==> config.mk <==
export PLATFORM = sky130hd
export DESIGN_NAME = inormalize_flat
export DESIGN_NICKNAME = d
export VERILOG_FILES = /design/src/rtl/inormalize_pkg.sv /design/src/rtl/inormalize_if.sv /design/src/rtl/inormalize.sv /design/src/flat_wrapper.sv
export SDC_FILE = /design/constraint.sdc
export NUM_CORES = 1
export LEC_CHECK = 0
export ABC_AREA = 1
export CORE_ASPECT_RATIO = 1.4
export CORE_MARGIN = 1.5
export CORE_UTILIZATION = 45
export DETAILED_ROUTE_END_ITERATION = 8
export PLACE_DENSITY_LB_ADDON = 0.2
export REMOVE_ABC_BUFFERS = 1
export SLEW_MARGIN = 5
export SYNTH_ARGS = -nofsm -noshare
export SYNTH_HDL_FRONTEND = slang
export SYNTH_SLANG_ARGS = --single-unit
==> constraint.sdc <==
create_clock -name clk -period 2.1 [get_ports clk]
set_input_delay 0.315 -clock clk [delete_from_list [all_inputs] [get_ports clk]]
set_output_delay 0.315 -clock clk [all_outputs]
set_load 0.005 [all_outputs]
==> src/rtl/inormalize_pkg.sv <==
// Shared definitions for the iterative normalizer: step-mode encodings and FSM states.
// Step modes are common with the iterative shifter.
package inormalize_pkg;

  typedef logic [1:0] step_t;

  localparam step_t STEP_CHUNK  = 2'd0;
  localparam step_t STEP_SINGLE = 2'd1;
  localparam step_t STEP_TERM   = 2'd2;

  localparam int CHUNK_SH = 6;
  localparam int CNT_W    = 7;

  typedef enum logic {
    ST_IDLE = 1'b0,
    ST_RUN  = 1'b1
  } state_t;

endpackage

==> src/rtl/inormalize_if.sv <==
// Request/result bundle for the iterative normalizer.
interface inormalize_if #(
  parameter int WIDTH = 32
);
  logic             go;
  logic             sgn;
  logic [WIDTH-1:0] a;
  logic             busy;
  logic             done;
  logic [WIDTH-1:0] y;
  logic [6:0]       cnt;
  logic             zero;

  modport master (
    output go, sgn, a,
    input  busy, done, y, cnt, zero
  );

  modport slave (
    input  go, sgn, a,
    output busy, done, y, cnt, zero
  );
endinterface

==> src/rtl/inormalize.sv <==
// Iterative normalizer: shifts the operand left by 6 or 1 per cycle until the
// leading zeros (unsigned) or redundant sign bits (signed) are removed.
module inormalize
  import inormalize_pkg::*;
#(
  parameter int WIDTH = 32
) (
  input  logic         clk,
  input  logic         arstn,
  inormalize_if.slave  bus
);

  state_t             state_q;
  logic [WIDTH-1:0]   y_q, y_d;
  logic [CNT_W-1:0]   cnt_q, cnt_d;
  logic               sgn_q;
  logic               zero_q;
  logic               done_q;
  step_t              step;
  logic               chunk_ok;
  logic               single_ok;

  // Step decision from the current value; a zero operand never shifts.
  always_comb begin
    chunk_ok  = 1'b0;
    single_ok = 1'b0;
    step      = STEP_TERM;
    y_d       = y_q;
    cnt_d     = cnt_q;

    if (sgn_q) begin
      chunk_ok  = (y_q[WIDTH-1:WIDTH-7] == {7{y_q[WIDTH-1]}});
      single_ok = (y_q[WIDTH-1] == y_q[WIDTH-2]);
    end else begin
      chunk_ok  = (y_q[WIDTH-1:WIDTH-6] == 6'd0);
      single_ok = ~y_q[WIDTH-1];
    end

    if (zero_q)         step = STEP_TERM;
    else if (chunk_ok)  step = STEP_CHUNK;
    else if (single_ok) step = STEP_SINGLE;
    else                step = STEP_TERM;

    case (step)
      STEP_CHUNK: begin
        y_d   = y_q << CHUNK_SH;
        cnt_d = cnt_q + CNT_W'(CHUNK_SH);
      end
      STEP_SINGLE: begin
        y_d   = y_q << 1;
        cnt_d = cnt_q + CNT_W'(1);
      end
      default: begin
        y_d   = y_q;
        cnt_d = cnt_q;
      end
    endcase
  end

  always_ff @(posedge clk or negedge arstn) begin
    if (!arstn) begin
      state_q <= ST_IDLE;
      y_q     <= '0;
      cnt_q   <= '0;
      sgn_q   <= 1'b0;
      zero_q  <= 1'b0;
      done_q  <= 1'b0;
    end else begin
      done_q <= 1'b0;
      case (state_q)
        ST_IDLE: begin
          if (bus.go) begin
            state_q <= ST_RUN;
            y_q     <= bus.a;
            sgn_q   <= bus.sgn;
            if (bus.a == '0) begin
              zero_q <= 1'b1;
              cnt_q  <= bus.sgn ? CNT_W'(WIDTH - 1) : CNT_W'(WIDTH);
            end else begin
              zero_q <= 1'b0;
              cnt_q  <= '0;
            end
          end
        end
        ST_RUN: begin
          if (step == STEP_TERM) begin
            state_q <= ST_IDLE;
            done_q  <= 1'b1;
          end else begin
            y_q   <= y_d;
            cnt_q <= cnt_d;
          end
        end
        default: state_q <= ST_IDLE;
      endcase
    end
  end

  assign bus.busy = (state_q == ST_RUN);
  assign bus.done = done_q;
  assign bus.y    = y_q;
  assign bus.cnt  = cnt_q;
  assign bus.zero = zero_q;

endmodule
==> src/flat_wrapper.sv <==
// flat-port wrapper written by rule: the top's interface ports become plain ports
module inormalize_flat import inormalize_pkg::*;
#(
  parameter int WIDTH = 32
)
  (clk, arstn, bus_go, bus_sgn, bus_a, bus_busy, bus_done, bus_y, bus_cnt, bus_zero);
  inormalize_if #(.WIDTH(WIDTH)) bus_i ();
  input  logic clk;
  input  logic arstn;
  input wire logic [$bits(bus_i.go)-1:0] bus_go;
  input wire logic [$bits(bus_i.sgn)-1:0] bus_sgn;
  input wire logic [$bits(bus_i.a)-1:0] bus_a;
  output wire logic [$bits(bus_i.busy)-1:0] bus_busy;
  output wire logic [$bits(bus_i.done)-1:0] bus_done;
  output wire logic [$bits(bus_i.y)-1:0] bus_y;
  output wire logic [$bits(bus_i.cnt)-1:0] bus_cnt;
  output wire logic [$bits(bus_i.zero)-1:0] bus_zero;
  assign bus_i.go = bus_go;
  assign bus_i.sgn = bus_sgn;
  assign bus_i.a = bus_a;
  assign bus_busy = bus_i.busy;
  assign bus_done = bus_i.done;
  assign bus_y = bus_i.y;
  assign bus_cnt = bus_i.cnt;
  assign bus_zero = bus_i.zero;
  inormalize #(.WIDTH(WIDTH)) u_core (.clk(clk), .arstn(arstn), .bus(bus_i));
endmodule
==> results.yml, run 1 <==
critical_path:
  rr_worst_depth: 11
  required_ps: 2290
  worstPathArrival_ps: 2150
  critPathKind: "reg -> reg"
  start_kind: "register"
  cp-end-kind: "register"
  worstPathMaxFanout: 27
sta:
  tns_ps: 0
  fin_worst_skew_ps: 7.52
  finalSetupViolCount: 0
  rsz0062_at_grt: "false"
  max_freq_ghz: 0.508
  post-route-period-util_pct: 93.7
  worstMarginPinSlew_ps: 381
  fin_ws_ps: 132
  slew_headroom_pct: 74.6
  hold_violations: 0
  min_period_ps: 1970
  slew_viol_final: 0
drt:
  num_vias: 3267
  first_pass_iters: 5
  drt_iter0_markers: 191
  wl_um: 8550
  ant_nets: 0
  wl_per_cell_um: 13.9
  drc: 0
  via_per_inst: 5.33
pwr:
  ir_drop_v: 0.000698
  p_leak_uw: 0.00194
  power.total_uw: 6900
  power.density_nw_per_um2: 1750
clock_network:
  cts_num_sinks: 43
  clock_latency_ps: 300
  root_buffer: "clkbuf_8"
  postCtsSetupRepairBufs: 0
  clk_path_buf_depth: 2
  path_clk_slew_ps: 80
  htree_levels: 2
  cts_buffers: 5
  cts_tree: "yes"
grt:
  grt_max_degree: 39
  antenna_found_initial: 0
  grt_pass1_wl_um: 14100
  gr-usage-all-layers_pct: 24.8
  grt_overflow: 0
  grt_pass1_vias: 3085
placement:
  io_buffers: 77
  dp_slack_ps: -15.2
  place_area_um2: 3850
  place_inst: 604
  routabilityCongestion: 0.884
  dp_hpwl_um: 6220
layout:
  stdcell_count: 613
  seq_area_um2: 1080
  antenna_cells: 0
  multi_input_area_um2: 1520
  drive_gt1_share_pct: 5.19
  syn2layout_area_growth_pct: 32.0
  finalNetCount: 578
  nFillCells: 644
  fin_area_um2: 3950
yosys:
  avgSynthCellArea_um2: 6.41
  netlist_area_um2: 2990
  ys_ff_latch: 43
  ys.warnings.count: 0
  postSynthCellCount: 466
  synth_cell_types: 24
  synth_top_area_share_pct: 36.0
  synth_top_area_cell: "dfrtp_1"
  ys_seq_area_share_pct: 36.0
  yosys-top-cells-area: "dfrtp_1 36%, nand3_1 12%, a21oi_1 11%, nor2_1 10%, inv_1 9.2%"
die:
  rows: 35
  fp.coreArea_um2: 6530
  die_y_um: 99.4
  die-area_um2: 7150
  num_io_pins: 78
  die_w_um: 71.9
  start_util_pct: 45.8
flow_run:
  cap_violations: 0
run_status:
  status: "complete, no violations"
min_path:
  hp-class: "in -> async"
## critical path: stages, from the launching register on
cell and delay (ps):
dfrtp_1 370, inv_1 60, ha_1 280, nand2_1 70, inv_2 50, nor3_4 230, nor2_1 70, nand2_1 110
nand2_1 70, buf_4 230, inv_1 180, o21ai_0 110
## cells by family (layout without fill, tap and decap cells)
logic type	count (synthesis)	after routing	share of synthesized area [%]
buffers and inverters	102	175	13.3
DFF	43	43	36.0
AOI/OAI and AO/OA	83	83	14.2
adders and majority gates	4	4	1.67
xor gates and xnor gates	9	9	2.64
and+or+nand+nor	225	225	32.1
## registers in the layout, indices dropped and copies added, names as in the netlist
signal	flops
u_core.bus.busy	1
u_core.bus.cnt	7
u_core.bus.done	1
u_core.bus.y	32
u_core.bus.zero	1
u_core.sgn_q	1
## per-stage QoR
stage | hold slack, ps | utilization, %
after floorplan | 19.4 | -
after global placement | 245 | 59.1
after detailed placement | 243 | 59.1
after CTS | 466 | 60.5
after global routing | 479 | 60.5
final | 445 | 60.5
## where the power goes
group	switching (uW)	internal [uW]
registers	419	1260
clock network	295	234
logic	2630	2050
## synth_stat cells
cell type and number:
buf_2 9, ha_1 4, o21bai_1 1, nor2_4 1, xnor2_1 1, xor2_1 8
o21ai_0 15, nand3_1 73, nand4_1 1, nand2_1 68, o21ai_2 1, nor2_1 80
o21ai_1 1, o22ai_1 1, a21oi_1 63, clkbuf_1 15, nor3_4 1, nand2_2 1
inv_2 1, inv_1 73, buf_1 3, buf_4 1, o211ai_1 1, dfrtp_1 43
## per-layer routing
layer  part of all wire (%)  track usage (%)  wire length (um)
met4                    4.1             12.0               348
met2                     51             40.7              4360
met1                     41             31.7              3500
met5                      0                0                 0
met3                    4.0             3.55               340
## placed cells by master, fill, tap and decap left out, types with 2 or more instances in the layout
cell type and count:
nor2_1 80, clkdlybuf4s50_1 76, inv_1 73, nand3_1 73
nand2_1 68, a21oi_1 63, dfrtp_1 42, o21ai_0 15
buf_4 14, xor2_1 8, clkbuf_8 5, ha_1 4
clkbuf_1 2
## final timing paths
| kind | startpoint | slack, ps | endpoint |
|---|---|---|---|
| min reg2reg | u_core.bus.y[23]$_DFFE_PN0P_ | 550 | u_core.bus.y[23]$_DFFE_PN0P_ |
| min | arstn | 440 | u_core.bus.cnt[0]$_DFFE_PN0P_ |
| max | u_core.bus.y[30]$_DFFE_PN0P_ | 130 | u_core.bus.y[5]$_DFFE_PN0P_ |
| min in group clk | u_core.bus.y[23]$_DFFE_PN0P_ | 550 | u_core.bus.y[23]$_DFFE_PN0P_ |
| max reg2reg | u_core.bus.y[30]$_DFFE_PN0P_ | 130 | u_core.bus.y[5]$_DFFE_PN0P_ |
| max in group asynchronous | arstn | 1080 | u_core.bus.busy$_DFF_PN0_ |
## timing repair
| action | in CTS | in global routing |
|---|---|---|
| resized for setup | 0 | 0 |
| setup endpoints to repair | 0 | 0 |
| hold buffers | 1 | 0 |
| endpoints found under the hold margin | 13 | 0 |
## area by class of cell
class	count	area share, %
inverter	74	7.04
clock inverter	1	0.127
sequential	43	27.3
timing repair buffer	93	22.8
multi-input combinational	321	38.4
tap	74	2.35
clock buffer	7	1.93
Note: power is estimated with default switching activity, not from simulation.
==> run 2: changes to the inputs <==
Settings changed: CAP_MARGIN from default to 10.
==> results of run 2 <==
Final layout, timing and power as in run 1 (identical DEF).
==> run 3: changes to the inputs <==
Settings changed: CORE_MARGIN 1.5 to 10.
==> run 3 against run 2 <==
The flow now finishes with violations (hold timing). Global-route usage shrank 6.4 points. Flip-flop and latch count is the same. Clock power shrank 0.9%. Register-to-register slack gained 80 ps. Count of clock-buffer cells in the layout is the same. Die area grew 45%. First-iteration DRC count grew 15%. Utilization grew 0.12 points. Sequential power is essentially flat. Cell area grew 0.19%. Critical path depth is the same. Cell count shrank 0.33%. Critical endpoint is now u_core.bus.cnt[3]$_DFFE_PN0P_.
==> results.yml, run 3 (same netlist as run 1, synthesis figures left out) <==
pwr:
  ir_drop_v: 0.000834
  p_switching_uw: 3420
  power.density_nw_per_um2: 1770
  p_leak_uw: 0.00194
  clkPwrFrac_pct: 7.5
  p_int_uw: 3560
  power_frac_seq_pct: 24.1
  combPwrFrac_pct: 68.3
  swShare_pct: 49.0
  power.total_uw: 6980
grt:
  grt_pass1_wl_um: 15100
  grt_overflow: 0
  gr-usage-all-layers_pct: 18.4
  grt_max_degree: 37
  antenna_found_initial: 0
  grt_pass1_vias: 3136
clock_network:
  clock_latency_ps: 300
  cts_buffers: 5
  htree_levels: 2
  root_buffer: "clkbuf_8"
  clk_path_buf_depth: 2
  cts_tree: "yes"
  cts_resized: 0
  cts-hold-fix-buffers: 0
  postCtsSetupRepairBufs: 0
  path_clk_slew_ps: 90
  cts_num_sinks: 43
die:
  fp.coreArea_um2: 6530
  die-area_um2: 10300
  die_w_um: 88.9
  num_io_pins: 78
  rows: 35
  die_y_um: 116
  start_util_pct: 45.8
sta:
  slew_headroom_pct: 64.9
  rsz0062_at_grt: "false"
  min_period_ps: 1890
  worstMarginPinSlew_ps: 527
  max_freq_ghz: 0.528
  fin_worst_skew_ps: 8.07
  hold_violations: 15
  post-route-period-util_pct: 90.1
  finalSetupViolCount: 0
  fin_ws_ps: 208
  hold_slack_ps: -11.1
  slew_viol_final: 0
placement:
  dp_hpwl_um: 6970
  io_buffers: 77
  dp_slack_ps: 21.5
  routabilityCongestion: 0.862
  place_area_um2: 3860
layout:
  finalNetCount: 576
  largest_reg_flops: 32
  antenna_cells: 0
  multi_input_area_um2: 1520
  nFillCells: 645
  fin_area_um2: 3950
  drive_gt1_share_pct: 5.21
  syn2layout_area_growth_pct: 32.2
  final_common_cell: "nor2_1"
  final_cell_mix: "80 x nor2_1, 76 x clkdlybuf4s50_1, 73 x nand3_1, 72 x inv_1, 68 x nand2_1"
  seq_area_um2: 1080
run_status:
  violations: "hold timing"
  status: "finished with violations"
critical_path:
  r2r_slack_ps: 210
  cp-end-kind: "register"
  critPathKind: "reg -> reg"
  r2r-start: "u_core.bus.y[30]$_DFFE_PN0P_"
  start_kind: "register"
  worstPathMaxFanout: 24
  worstPathArrival_ps: 2070
  rr_worst_depth: 11
  rr_endpoint: "u_core.bus.cnt[3]$_DFFE_PN0P_"
  required_ps: 2280
flow_run:
  cap_violations: 0
min_path:
  hp-class: "in -> async"
drt:
  ant_nets: 0
  num_vias: 3213
  drc: 0
  via_per_inst: 5.26
  first_pass_iters: 4
  wl_per_cell_um: 15.5
  drt_iter0_markers: 220
  wl_um: 9470
## run 3: cell count changes in the layout (fill, tap and decap cells not counted)
cell	before	now
buf_12	1	2
buf_4	14	11
nand2_4	0	1
nand2_2	1	0
clkinvlp_4	0	1
inv_1	73	72
dlygate4sd3_1	1	0
buf_6	0	1
## run 3: critical path: stages (launching register included)
cell and delay, ps:
dfrtp_1 380, inv_1 70, ha_1 300, nand2_1 80, inv_2 50, nor2_1 130
nand3_1 170, nand2_4 180, buf_12 190, nand2_1 60, nand3_1 80, a21oi_1 90
## run 3: power by group through the flow
| stage | clock network (uW) | registers (uW) | logic, uW |
|---|---|---|---|
| finish | 524 | 1680 | 4770 |
| detailed placement | 0 | 1690 | 4730 |
| global placement | 0 | 1690 | 4630 |
| global route | 571 | 1740 | 5340 |
| floorplan | 0 | 1740 | 2630 |
| CTS | 536 | 1680 | 4740 |
## run 3: through the flow
| stage | util, % | instances | TNS (ps) |
|---|---|---|---|
| global placement | 59.1 | 603 | 0 |
| global route | 60.6 | 611 | 0 |
| finish | 60.6 | 611 | 0 |
| detailed placement | 59.1 | 603 | 0 |
| CTS | 60.4 | 611 | 0 |
| floorplan | - | 438 | -51170 |
## run 3: how the worst max path moves through the flow
| stage | end | depth (start not counted) | startpoint | slack [ps] |
|---|---|---|---|---|
| global placement | u_core.bus.cnt[4]$_DFFE_PN0P_ | 10 | bus_a[9] | 130 |
| CTS | u_core.bus.cnt[3]$_DFFE_PN0P_ | 10 | u_core.bus.y[30]$_DFFE_PN0P_ | 130 |
| detailed placement | u_core.bus.cnt[3]$_DFFE_PN0P_ | 10 | bus_a[9] | 20 |
| floorplan | u_core.bus.y[1]$_DFFE_PN0P_ | 6 | u_core.bus.busy$_DFF_PN0_ | -1410 |
| global route | u_core.bus.y[4]$_DFFE_PN0P_ | 11 | u_core.bus.y[30]$_DFFE_PN0P_ | 4 |
| finish | u_core.bus.cnt[3]$_DFFE_PN0P_ | 11 | u_core.bus.y[30]$_DFFE_PN0P_ | 210 |
## run 3: layout make-up
class / count / area share, %
clock buffer: 7 / 1.93
clock inverter: 1 / 0.127
inverter: 74 / 7.12
multi-input combinational: 321 / 38.5
sequential: 43 / 27.3
tap: 74 / 2.34
timing repair buffer: 91 / 22.8
## run 3: layer usage
layer	GRT usage (%)	part of all wire [%]	vias up	routed length, um
li1	-	-	1605	-
met2	32.5	53	98	5020
met1	21.3	39	1500	3670
met3	3.91	6.5	10	611
met5	0	0	-	0
met4	5.95	1.8	0	169
